`config.mk`:
```
export PLATFORM = sky130hd
export DESIGN_NAME = seg7_scan_driver
export DESIGN_NICKNAME = d
export VERILOG_FILES = /design/src/rtl/seg7_pkg.sv /design/src/rtl/seg7_hex_decode.sv /design/src/rtl/seg7_scan_driver.sv
export SDC_FILE = /design/constraint.sdc
export NUM_CORES = 1
export LEC_CHECK = 0
export ABC_AREA = 1
export CAP_MARGIN = 40
export CELL_PAD_IN_SITES_DETAIL_PLACEMENT = 1
export CELL_PAD_IN_SITES_GLOBAL_PLACEMENT = 1
export CORE_MARGIN = 1
export CORE_UTILIZATION = 43
export CTS_BUF_LIST = sky130_fd_sc_hd__clkbuf_8
export DETAILED_ROUTE_END_ITERATION = 8
export PLACE_DENSITY_LB_ADDON = 0.1
export REMOVE_ABC_BUFFERS = 1
export SLEW_MARGIN = 0
export SYNTH_ARGS = -nofsm -noshare
export SYNTH_HDL_FRONTEND = slang
export SYNTH_SLANG_ARGS = --single-unit
```
`constraint.sdc`:
```
create_clock -name clk -period 3.3 [get_ports clk]
set_input_delay 0.33 -clock clk [delete_from_list [all_inputs] [get_ports clk]]
set_output_delay 0.33 -clock clk [all_outputs]
set_load 0.005 [all_outputs]
```
`src/rtl/seg7_pkg.sv`:
```
// rtl/seg7_pkg.sv - shared constants and hex-to-segment table for the seven-segment scan driver
package seg7_pkg;

    localparam logic [6:0] SEG_BLANK   = 7'h7F;
    localparam int         DIGIT_COUNT = 4;

    // Active-low segments, bit order g,f,e,d,c,b,a
    function automatic logic [6:0] hex2seg(input logic [3:0] hex);
        logic [6:0] s;
        case (hex)
            4'h0:    s = 7'h40;
            4'h1:    s = 7'h79;
            4'h2:    s = 7'h24;
            4'h3:    s = 7'h30;
            4'h4:    s = 7'h19;
            4'h5:    s = 7'h12;
            4'h6:    s = 7'h02;
            4'h7:    s = 7'h78;
            4'h8:    s = 7'h00;
            4'h9:    s = 7'h10;
            4'hA:    s = 7'h08;
            4'hB:    s = 7'h03;
            4'hC:    s = 7'h46;
            4'hD:    s = 7'h21;
            4'hE:    s = 7'h06;
            default: s = 7'h0E;
        endcase
        return s;
    endfunction

endpackage

```
`src/rtl/seg7_hex_decode.sv`:
```
// rtl/seg7_hex_decode.sv - combinational hex nibble to active-low segment decoder
module seg7_hex_decode
    import seg7_pkg::*;
(
    input  logic [3:0] hex,
    output logic [6:0] seg
);

    // Pure table lookup; the table lives in the package so the bench-facing values stay in one place
    always_comb begin
        seg = hex2seg(hex);
    end

endmodule

```
`src/rtl/seg7_scan_driver.sv`:
```
// rtl/seg7_scan_driver.sv - 4-digit multiplexed seven-segment driver with frame shadowing, blanking and PWM
module seg7_scan_driver
    import seg7_pkg::*;
#(
    parameter int PHASE_LEN = 12500
) (
    input  logic        clk,
    input  logic        reset,
    input  logic [15:0] disp_in,
    input  logic        blank_lz,
    input  logic [2:0]  bright,
    output logic [3:0]  an,
    output logic [6:0]  seg,
    output logic        dp,
    output logic        frame_tick
);

    localparam int CW = $clog2(PHASE_LEN);
    localparam int IW = $clog2(DIGIT_COUNT);

    logic [CW-1:0] cnt;
    logic [2:0]    phase;
    logic [IW-1:0] idx;
    logic [15:0]   shadow;
    logic          loadPend;

    logic          cntWrap;
    logic          frameEnd;
    logic [3:0]    nibble;
    logic [3:0]    zeroNib;
    logic [3:0]    leadZero;
    logic          blankDigit;
    logic [6:0]    segDecoded;
    logic [3:0]    anNext;

    assign cntWrap  = (cnt == CW'(PHASE_LEN - 1));
    assign frameEnd = cntWrap && (phase == 3'd7) && (idx == IW'(DIGIT_COUNT - 1));

    // Phase/digit scan counters: cnt paces a brightness phase, 8 phases make a digit slot
    always_ff @(posedge clk) begin
        if (reset) begin
            cnt   <= '0;
            phase <= '0;
            idx   <= '0;
        end else if (cntWrap) begin
            cnt   <= '0;
            phase <= phase + 3'd1;
            if (phase == 3'd7) begin
                idx <= idx + IW'(1);
            end
        end else begin
            cnt <= cnt + CW'(1);
        end
    end

    // Shadow copy of the display word, refreshed only at the frame boundary so digits never tear
    always_ff @(posedge clk) begin
        if (reset) begin
            shadow <= '0;
        end else if (frameEnd) begin
            shadow <= disp_in;
        end
    end

    // Per-nibble zero flags and the leading-zero chain from the top digit downward; digit 0 always shows
    always_comb begin
        nibble   = shadow[{idx, 2'b00} +: 4];
        zeroNib  = {shadow[15:12] == 4'h0, shadow[11:8] == 4'h0,
                    shadow[7:4] == 4'h0, shadow[3:0] == 4'h0};
        leadZero = 4'b0000;
        leadZero[3] = zeroNib[3];
        leadZero[2] = zeroNib[2] & leadZero[3];
        leadZero[1] = zeroNib[1] & leadZero[2];
        blankDigit  = blank_lz & leadZero[idx];
        anNext      = (phase <= bright) ? ~(4'b0001 << idx) : 4'hF;
    end

    seg7_hex_decode uDecode (
        .hex (nibble),
        .seg (segDecoded)
    );

    // Output registers: an and seg switch on the same edge; frame_tick is delayed one extra
    // stage through loadPend so it coincides with the first digit-0 output of the new frame
    always_ff @(posedge clk) begin
        if (reset) begin
            an         <= 4'hF;
            seg        <= SEG_BLANK;
            dp         <= 1'b1;
            loadPend   <= 1'b0;
            frame_tick <= 1'b0;
        end else begin
            an         <= anNext;
            seg        <= blankDigit ? SEG_BLANK : segDecoded;
            dp         <= 1'b1;
            loadPend   <= frameEnd;
            frame_tick <= loadPend;
        end
    end

endmodule

```
### Word-level counts from Yosys, hierarchy flattened

Memories as Yosys holds them, arrays and structs flattened. A register that Yosys moved wholly into a read port is not among the register bits.
Index checks and enable logic that the tools add are counted.

* $add $sub $neg: 3
* $lt $le $gt $ge: 2
* equal/unequal tests: 3
* shift operators: 2
* multiplexer cells: 2
* bitwise logic cells: 5
* reduce and logical (&&, ||, !) cells: 9

Operator list (count)
* $shiftx 16x5->4: 1
* $add 14x1->14 const B: 1
* $eq 14x14->1 const B: 1
* $logic_not 4->1: 3
* $reduce_or 2->1: 3
* $not 4->4: 1
* $shl 1x2->4 const A: 1
* $add 3x1->3 const B: 1
* $and 1x1->1: 3
* $eq 3x3->1 const B: 1
* $le 3x3->1: 1
* $lt 2x3->1 const B: 1
* $add 2x1->2 const B: 1
* $bmux 1 s2: 1
* $eq 2x2->1 const B: 1
* $logic_and 1x1->1: 2
* $reduce_and 2->1: 1
* $mux 1: 1
* $not 1->1: 1

* register bits after elaboration: 41
* bits in read-only memories: 112
* input port bits: 22
* output and inout port bits: 13
* logic and storage cells: 34
* memories kept: 1

Memory list
* (no name shown): words 16, bits a word 7, rd ports 1, clocked after Yosys merged registers in 1, wr ports 0, line seg7_pkg.sv:10 `case (hex)`

### Depth between registers and ports, before layout

Gate-level depths: netlist of run 1.

* word-level depth: 7
* mapped depth: 10
* depth with buffers taken out: 10

### Cells and area by module

Synthesis of run 1 repeated with hierarchy kept, for this count alone.

* cell total of the unflattened synthesis: 400
* area, all modules: 2645.0 um2

By module, submodules not included
* seg7_scan_driver: times used 1, cells an instance 351, area each 2371.0 um2, sequential area each 960.9 um2
* seg7_hex_decode: times used 1, cells an instance 49, area each 274.0 um2, sequential area each 0.0 um2

### Least setup slack after synthesis of run 1

No wires, ideal clock.

* kind: register to register
* start point: register idx[0]
* end point: register seg[5]
* library setup time: 135 ps
* arrival: 1354 ps
* required time: 3165 ps
* path slack: 1812 ps
* cell stages (with the launch flop): 11
* buffers on the path: 1
* period minus slack after synthesis: 1488 ps
* path through: dfxtp_1 -> buf_4 -> nand2_1 -> nand3_1 -> nand2_1 -> inv_1 -> ha_1 -> nand3_1 -> o21ai_0 -> nand2_1 -> nand3_1

* word-level cells in the longest chain between the ends: 4
* elaborated cells between the ends (all ways): 5
* classes of those cells: shift (1); mux (2); bitwise (1); reduce/logical (1)

Ends and longest elaborated chain
* start, declared: line seg7_scan_driver.sv:23 `logic [IW-1:0] idx;`
* start signal, assigned: line seg7_scan_driver.sv:49 `idx <= idx + IW'(1);`
* $bmux 1 s2: line seg7_scan_driver.sv:74 `blankDigit = blank_lz & leadZero[idx];`
* $mux 1 (not written as such): line seg7_scan_driver.sv:74
* $and 1x1->1: line seg7_scan_driver.sv:74
* $reduce_or 2->1 (no source line)
* end, declared: line seg7_scan_driver.sv:13 `output logic [6:0] seg,`

Parallel ways exist; a longest one is shown, timed or not. The select of a mux whose other input is x is not followed.
A chain may end at the register's enable or synchronous reset.

### Worst setup path after layout of run 1

Same ends and word-level chain as after synthesis.

==> impl_metrics.sql, run 1 <==
INSERT INTO impl_metrics (metric_group, metric, value, unit) VALUES
('detailed_routing', 'route.detailed.drc', '0', ''),
('grt', 'grt_antenna_before_repair', '0', ''),
('placement', 'placement.io_buffers', '33', ''),
('hold_path', 'hold_path_class', 'reg2reg', ''),
('clock_tree', 'clock_path_buffers', '2', ''),
('worst_setup_path', 'endpoint_of_the_worst_register_to_register_path', 'seg[5]$_SDFF_PP1_', ''),
('synthesis', 'post_synth_xor_area_fraction', '2.09', '%'),
('outcome', 'outcome', 'finished clean', ''),
('clock_tree', 'cts_buffers', '5', ''),
('die', 'floorplan.initialDensity', '45.1', '%'),
('detailed_routing', 'detail_route.wirelength', '5740', 'µm'),
('clock_tree', 'clk_pin_slew', '0.09', 'ns'),
('die', 'fp.dieH', '78.4', 'µm'),
('synthesis', 'main_combinational_cell_family_by_area_after_synthesis', 'simple AND/OR/NAND/NOR gates', ''),
('cells_and_area', 'seq_area', '961', 'µm²'),
('worst_setup_path', 'start_kind', 'flip-flop', ''),
('sta', 'finalCriticalPeriod', '1.96', 'ns'),
('detailed_routing', 'ant_nets', '0', ''),
('worst_setup_path', 'regToRegStartpoint', 'idx[0]$_SDFFE_PP0P_', ''),
('sta', 'maxSlewHeadroom', '51.0', '%'),
('worst_setup_path', 'path_cells', 'inv_2 > nand2_1 > nand3_1 > nand2_1 > inv_1 > ha_1 > nand3_1 > o21ai_0 > nand2_1 > nand3_1', ''),
('worst_setup_path', 'critical_path.top_delay_family', 'simple AND/OR/NAND/NOR gates', ''),
('synthesis', 'simple_gate_share_of_the_synthesized_area', '39.0', '%'),
('clock_tree', 'tritoncts', 'yes', ''),
('synthesis', 'yosysSeqAreaShare', '38.2', '%'),
('worst_setup_path', 'worstPathRequired', '3.47', 'ns'),
('grt', 'first_global_vias', '2302', ''),
('run', 'maxCapViolations', '0', ''),
('die', 'number_of_rows_created_at_floorplan', '27', ''),
('placement', 'globalplace.congestion', '0.856', ''),
('sta', 'report.final.setup_viol', '0', ''),
('cells_and_area', 'drive_gt1_share', '6.36', '%'),
('die', 'floorplan.die_area', '0.00615', 'mm²'),
('die', 'die_width', '78.4', 'µm'),
('worst_setup_path', 'reg2regPathDepth', '10', ''),
('cells_and_area', 'area.growth.synth_to_final', '18.3', '%'),
('grt', 'groute.usage.overall', '20.9', '%'),
('synthesis', 'post_synth_mux_area_share', '0', '%'),
('worst_setup_path', 'crit_arrival', '2.13', 'ns'),
('sta', 'max_slew_violation_count', '0', ''),
('sta', 'final_min_period_over_clock_period', '59.4', '%'),
('grt', 'global_route_wire_length_before_repair', '10200', 'µm'),
('detailed_routing', 'drt_pre_antenna_iters', '4', ''),
('cells_and_area', 'antennaDiodeCount', '0', ''),
('worst_setup_path', 'critPathSlowestCell', 'sky130_fd_sc_hd__dfxtp_1', ''),
('detailed_routing', 'first_iter_violations', '81', ''),
('detailed_routing', 'via_count', '2286', ''),
('die', 'pin_count', '35', ''),
('worst_setup_path', 'crit_path_max_incr_delay', '0.58', 'ns'),
('worst_setup_path', 'path_buf_inv', '2', ''),
('synthesis', 'netlist-cell-type-count', '27', ''),
('worst_setup_path', 'critical_path.max_fanout', '13', ''),
('clock_tree', 'ctsResizeCount', '0', ''),
('worst_setup_path', 'reg2reg_setup_slack', '1.34', 'ns'),
('worst_setup_path', 'crit_type', 'reg2reg', ''),
('synthesis', 'netlist.top_cell.by_area', 'sky130_fd_sc_hd__dfxtp_1', ''),
('synthesis', 'ys_seq_elements', '48', ''),
('synthesis', 'postSynthCellCount', '361', ''),
('hold_path', 'hold_end', 'frame_tick$_SDFF_PP0_', ''),
('cells_and_area', 'multi_input_comb_area', '0.00132', 'mm²'),
('cells_and_area', 'finish.net_count', '430', ''),
('sta', 'final.setup.tns', '0', 'ns'),
('worst_setup_path', 'cp-end-kind', 'flip-flop', ''),
('clock_tree', 'cts_post_setup_buffers_inserted', '0', ''),
('synthesis', 'area_share_of_the_largest_cell_type_after_synthesis', '38.2', '%'),
('synthesis', 'most_area_consuming_cells_after_synthesis', 'sky130_fd_sc_hd__dfxtp_1 38%, sky130_fd_sc_hd__nand2_1 13%, sky130_fd_sc_hd__nor2_1 9.7%', ''),
('synthesis', 'netlist_area', '0.00251', 'mm²'),
('power', 'static-leakage-power', '1.31', 'nW'),
('hold_path', 'worst_hold_path.num_cells', '2', ''),
('cells_and_area', 'n_fill_cell', '755', ''),
('clock_tree', 'clockRootBuffer', 'sky130_fd_sc_hd__clkbuf_8', '');
-- layer usage --
metal / vias to the layer above / wire length (µm) / track usage, %
li1: 1195 / - / -
met1: 1044 / 2790 / 26.7
met2: 39 / 2720 / 36.6
met3: 8 / 145 / 3.14
met4: 0 / 77 / 5.56
met5: - / 0 / 0
-- report_power, final --
group / switching (mW) / internal (mW) / total [mW]
registers: 0.00325 / 0.586 / 0.590
logic: 0.0288 / 0.0402 / 0.0691
clock network: 0.193 / 0.168 / 0.360
total: 0.225 / 0.794 / 1.02
-- worst register-to-register path: cells and delay by family (launching register included) --
kind | cells | cell delay (ns)
buffers and inverters | 2 | 0.30
AO/OA/AOI/OAI | 1 | 0.10
AND/OR/NAND/NOR | 6 | 0.61
adder cells (fa/ha/maj) | 1 | 0.23
flip-flops | 1 | 0.58
-- how the worst max path moves through the flow --
stage,from,endpoint,slack [ns],cells after the start
6_report,idx[0]$_SDFFE_PP0P_,seg[5]$_SDFF_PP1_,1.34,10
4_1_cts,phase[1]$_SDFFE_PP0P_,shadow[9]$_SDFFE_PP0P_,1.33,6
3_3_place_gp,reset,cnt[2]$_SDFF_PP0_,1.33,5
3_5_place_dp,reset,cnt[2]$_SDFF_PP0_,1.32,5
2_1_floorplan,idx[0]$_SDFFE_PP0P_,seg[5]$_SDFF_PP1_,1.66,10
5_1_grt,idx[0]$_SDFFE_PP0P_,seg[3]$_SDFF_PP1_,1.10,10
-- layout by cell type (no fill, tap or decap), drive strengths merged --
cell,n
ha,16
dfxtp,48
xnor2,1
clkinv,2
clkdlybuf4s50,33
conb,1
clkbuf,6
a21oi,8
inv,43
nand2,89
nand3b,1
nor2,71
nor3b,1
o21ai,9
nor3,5
nand4,17
nand3,34
xor2,5
or2,1
buf,2
-- per-stage QoR --
stage	instance area (µm²)	worst slack (ns)	power, mW	instances	util [%]
3_5_place_dp	2880	1.32	0.674	457	51.6
6_report	2970	1.34	1.02	465	53.3
2_1_floorplan	2440	1.66	0.629	350	-
3_3_place_gp	2880	1.33	0.671	457	51.6
5_1_grt	2970	1.10	1.06	465	53.3
4_1_cts	2970	1.33	1.03	465	53.3
-- state kept, by name, indices dropped and copies added (netlist names) --
register    cells
shadow         16
cnt            14
seg             7
an              4
phase           3
idx             2
frame_tick      1
loadPend        1
-- final cells by class --
cell class,count,share of cell area [%]
multi-input combinational,259,44.5
sequential,48,32.3
timing repair buffer,35,11.6
inverter,43,5.43
tap,72,3.03
clock buffer,6,2.78
clock inverter,2,0.337
-- Yosys cell counts --
cell type	number
sky130_fd_sc_hd__a21oi_1	8
sky130_fd_sc_hd__buf_1	3
sky130_fd_sc_hd__buf_2	1
sky130_fd_sc_hd__buf_4	3
sky130_fd_sc_hd__buf_6	2
sky130_fd_sc_hd__clkbuf_1	2
sky130_fd_sc_hd__conb_1	1
sky130_fd_sc_hd__dfxtp_1	48
sky130_fd_sc_hd__ha_1	16
sky130_fd_sc_hd__inv_1	38
sky130_fd_sc_hd__inv_2	5
sky130_fd_sc_hd__nand2_1	87
sky130_fd_sc_hd__nand2_2	2
sky130_fd_sc_hd__nand3_1	33
sky130_fd_sc_hd__nand3_4	1
sky130_fd_sc_hd__nand3b_1	1
sky130_fd_sc_hd__nand4_1	17
sky130_fd_sc_hd__nor2_1	65
sky130_fd_sc_hd__nor2_2	3
sky130_fd_sc_hd__nor2_4	2
sky130_fd_sc_hd__nor2_8	1
sky130_fd_sc_hd__nor3_1	5
sky130_fd_sc_hd__nor3b_1	1
sky130_fd_sc_hd__o21ai_0	9
sky130_fd_sc_hd__or2_2	1
sky130_fd_sc_hd__xnor2_1	1
sky130_fd_sc_hd__xor2_1	5
-- kinds of logic after synthesis --
family	after synthesis
compound gates	17
xor+xnor	6
fa+ha+maj	16
buf+inv	54
flops	48
other cells	1
simple gates	219
(Power assumes the default switching activity.)
==> run 2: changes to the inputs <==
Settings changed: CORE_UTILIZATION 43 to 36.
Clock period 3.3 ns to 1.6 ns, I/O delays scaled along.
==> run 2 against run 1 <==
- clock power increased by 110%
- critical path type unchanged
- non-clock buffer count increased by 22
- count of clock-buffer cells in the layout unchanged
==> impl_metrics.sql, run 2 (synthesis gave the netlist of run 1 again) <==
INSERT INTO impl_metrics (metric_group, metric, value, unit) VALUES
('detailed_routing', 'detail_route.wirelength', '6250', 'µm'),
('die', 'die_width', '85.5', 'µm'),
('cells_and_area', 'final_design_area_no_fill', '0.00321', 'mm²'),
('detailed_routing', 'via_count', '2380', ''),
('detailed_routing', 'ant_nets', '0', ''),
('placement', 'globalplace.congestion', '0.801', ''),
('worst_setup_path', 'critical_path.max_fanout', '5', ''),
('clock_tree', 'cts.htree.levels', '2', ''),
('hold_path', 'hold_path_class', 'reg2reg', ''),
('detailed_routing', 'routed-wl-met2', '2830', 'µm'),
('power', 'static-leakage-power', '1.43', 'nW'),
('worst_setup_path', 'reg2regPathDepth', '10', ''),
('hold_path', 'worst_hold_path.num_cells', '2', ''),
('detailed_routing', 'first_iter_violations', '95', ''),
('cells_and_area', 'n_fill_cell', '882', ''),
('clock_tree', 'clock_latency_of_the_later_clocked_register_in_the_worst_skew_pair', '0.30', 'ns'),
('clock_tree', 'clock_path_buffers', '2', ''),
('detailed_routing', 'wirelength_met1', '3180', 'µm'),
('sta', 'finalCriticalPeriod', '1.46', 'ns'),
('sta', 'max_fclk', '684', 'MHz'),
('grt', 'grt_antenna_before_repair', '0', ''),
('detailed_routing', 'met3_length', '173', 'µm'),
('power', 'peakVddDrop', '0.244', 'mV'),
('sta', 'max_slew_violation_count', '0', ''),
('die', 'floorplan.die_area', '0.00732', 'mm²'),
('grt', 'groute.usage.overall', '18.5', '%'),
('clock_tree', 'post_cts_hold_buffer_count', '0', ''),
('run', 'maxCapViolations', '0', ''),
('cells_and_area', 'layout.cells.most_common', 'sky130_fd_sc_hd__nand2_1', ''),
('placement', 'dp.final_hpwl', '4600', 'µm'),
('cells_and_area', 'area.growth.synth_to_final', '27.6', '%'),
('cells_and_area', 'biggest_register', 'shadow', ''),
('sta', 'report.final.setup_viol', '0', ''),
('worst_setup_path', 'start_kind', 'flip-flop', ''),
('outcome', 'outcome', 'finished clean', ''),
('sta', 'setup_repair_after_global_routing_missed_its_margin', 'false', ''),
('die', 'floorplan.initialDensity', '37.2', '%'),
('worst_setup_path', 'crit_type', 'reg2reg', ''),
('cells_and_area', 'drive_gt1_share', '13.2', '%'),
('die', 'number_of_rows_created_at_floorplan', '30', ''),
('detailed_routing', 'drt_pre_antenna_iters', '4', ''),
('worst_setup_path', 'cp-end-kind', 'flip-flop', ''),
('die', 'fp.dieH', '85.5', 'µm'),
('cells_and_area', 'largest_registers', 'shadow (16), cnt (14), seg (7)', ''),
('clock_tree', 'cts_num_sinks', '48', ''),
('die', 'pin_count', '35', ''),
('grt', 'grt_remaining_overflow', '0', ''),
('detailed_routing', 'top_layer', 'met4', ''),
('sta', 'fin_worst_skew', '0.00816', 'ns'),
('grt', 'first_global_vias', '2314', ''),
('grt', 'global_route_wire_length_before_repair', '10800', 'µm'),
('sta', 'report.final.hold_viol_count', '0', ''),
('clock_tree', 'tritoncts', 'yes', ''),
('placement', 'placement.io_buffers', '33', ''),
('detailed_routing', 'route.detailed.drc', '0', ''),
('cells_and_area', 'layout_common_cells', '85 x sky130_fd_sc_hd__nand2_1, 65 x sky130_fd_sc_hd__nor2_1, 46 x sky130_fd_sc_hd__dfxtp_1', ''),
('grt', 'grt_start_max_net_pins', '20', ''),
('cells_and_area', 'final_util', '47.4', '%'),
('detailed_routing', 'via_per_inst', '4.80', ''),
('cells_and_area', 'antennaDiodeCount', '0', ''),
('worst_setup_path', 'crit_arrival', '1.69', 'ns'),
('placement', 'placedInstanceArea', '0.00306', 'mm²'),
('sta', 'final_min_period_over_clock_period', '91.3', '%'),
('worst_setup_path', 'worstPathRequired', '1.83', 'ns'),
('clock_tree', 'clk_pin_slew', '0.09', 'ns'),
('cells_and_area', 'finish.net_count', '453', ''),
('clock_tree', 'clockRootBuffer', 'sky130_fd_sc_hd__clkbuf_8', ''),
('cells_and_area', 'largest_reg_flops', '16', ''),
('power', 'power.density_cell_area', '659', 'mW/mm²'),
('die', 'core', '0.00676', 'mm²'),
('clock_tree', 'cts_buffers', '5', ''),
('detailed_routing', 'wl_per_cell', '12.6', 'µm');
[run 2: what timing repair did]
| item | in CTS | in global routing |
|---|---|---|
| endpoints found under the setup margin | 0 | 23 |
| gates resized for setup | 0 | 13 |
| buffers inserted | 0 | 1 |
[run 2: area by class of cell]
cell class	instances	area (µm²)	area share (%)
repair buffers	57	523	16.3
multi-input cells	260	1360	42.4
inverters	43	166	5.19
flip-flops and latches	48	966	30.1
well taps	80	100	3.12
clock buffers	6	82.6	2.58
clock inverters	2	7.51	0.234
[run 2: final timing paths]
check,from,endpoint,slack [ns]
worst max-delay path,cnt[0]$_SDFF_PP0_,idx[0]$_SDFFE_PP0P_,0.14
worst min-delay path,loadPend$_SDFF_PP0_,frame_tick$_SDFF_PP0_,0.42
worst max register to register,cnt[0]$_SDFF_PP0_,idx[0]$_SDFFE_PP0P_,0.14
worst min register to register,loadPend$_SDFF_PP0_,frame_tick$_SDFF_PP0_,0.42
[run 2: power by group]
part / total (mW) / switching, mW / leakage [nW] / internal (mW)
registers: 1.21 / 0.00676 / 0.391 / 1.21
clock network: 0.747 / 0.406 / 0.0538 / 0.341
logic: 0.150 / 0.0609 / 0.989 / 0.0894
total: 2.11 / 0.474 / 1.43 / 1.64
[run 2: critical path: stages, from the launching register on]
cell,delay (ns)
sky130_fd_sc_hd__dfxtp_1,0.36
sky130_fd_sc_hd__ha_2,0.20
sky130_fd_sc_hd__nand2_1,0.06
sky130_fd_sc_hd__inv_2,0.06
sky130_fd_sc_hd__nand2_2,0.05
sky130_fd_sc_hd__nor2_4,0.11
sky130_fd_sc_hd__nand3_4,0.15
sky130_fd_sc_hd__buf_4,0.18
sky130_fd_sc_hd__nand2_1,0.06
sky130_fd_sc_hd__nand2_1,0.05
sky130_fd_sc_hd__nor2_1,0.09
[run 2: per-stage QoR]
step | setup TNS, ns | instances | setup WS (ns) | hold slack (ns) | total power [mW]
floorplan | -0.0927 | 350 | -0.0443 | 0.231 | 1.30
finish | 0 | 496 | 0.139 | 0.415 | 2.11
CTS | 0 | 494 | 0.00586 | 0.419 | 2.14
global route | 0 | 496 | 0.00646 | 0.439 | 2.23
global placement | 0 | 486 | 0.0865 | 0.406 | 1.39
detailed placement | 0 | 486 | 0.0127 | 0.407 | 1.40
[run 2: per-layer routing]
metal,track usage (%),vias to the layer above
met1,24.9,1096
met5,0,-
li1,-,1242
met3,3.46,5
met4,4.55,0
met2,30.8,37
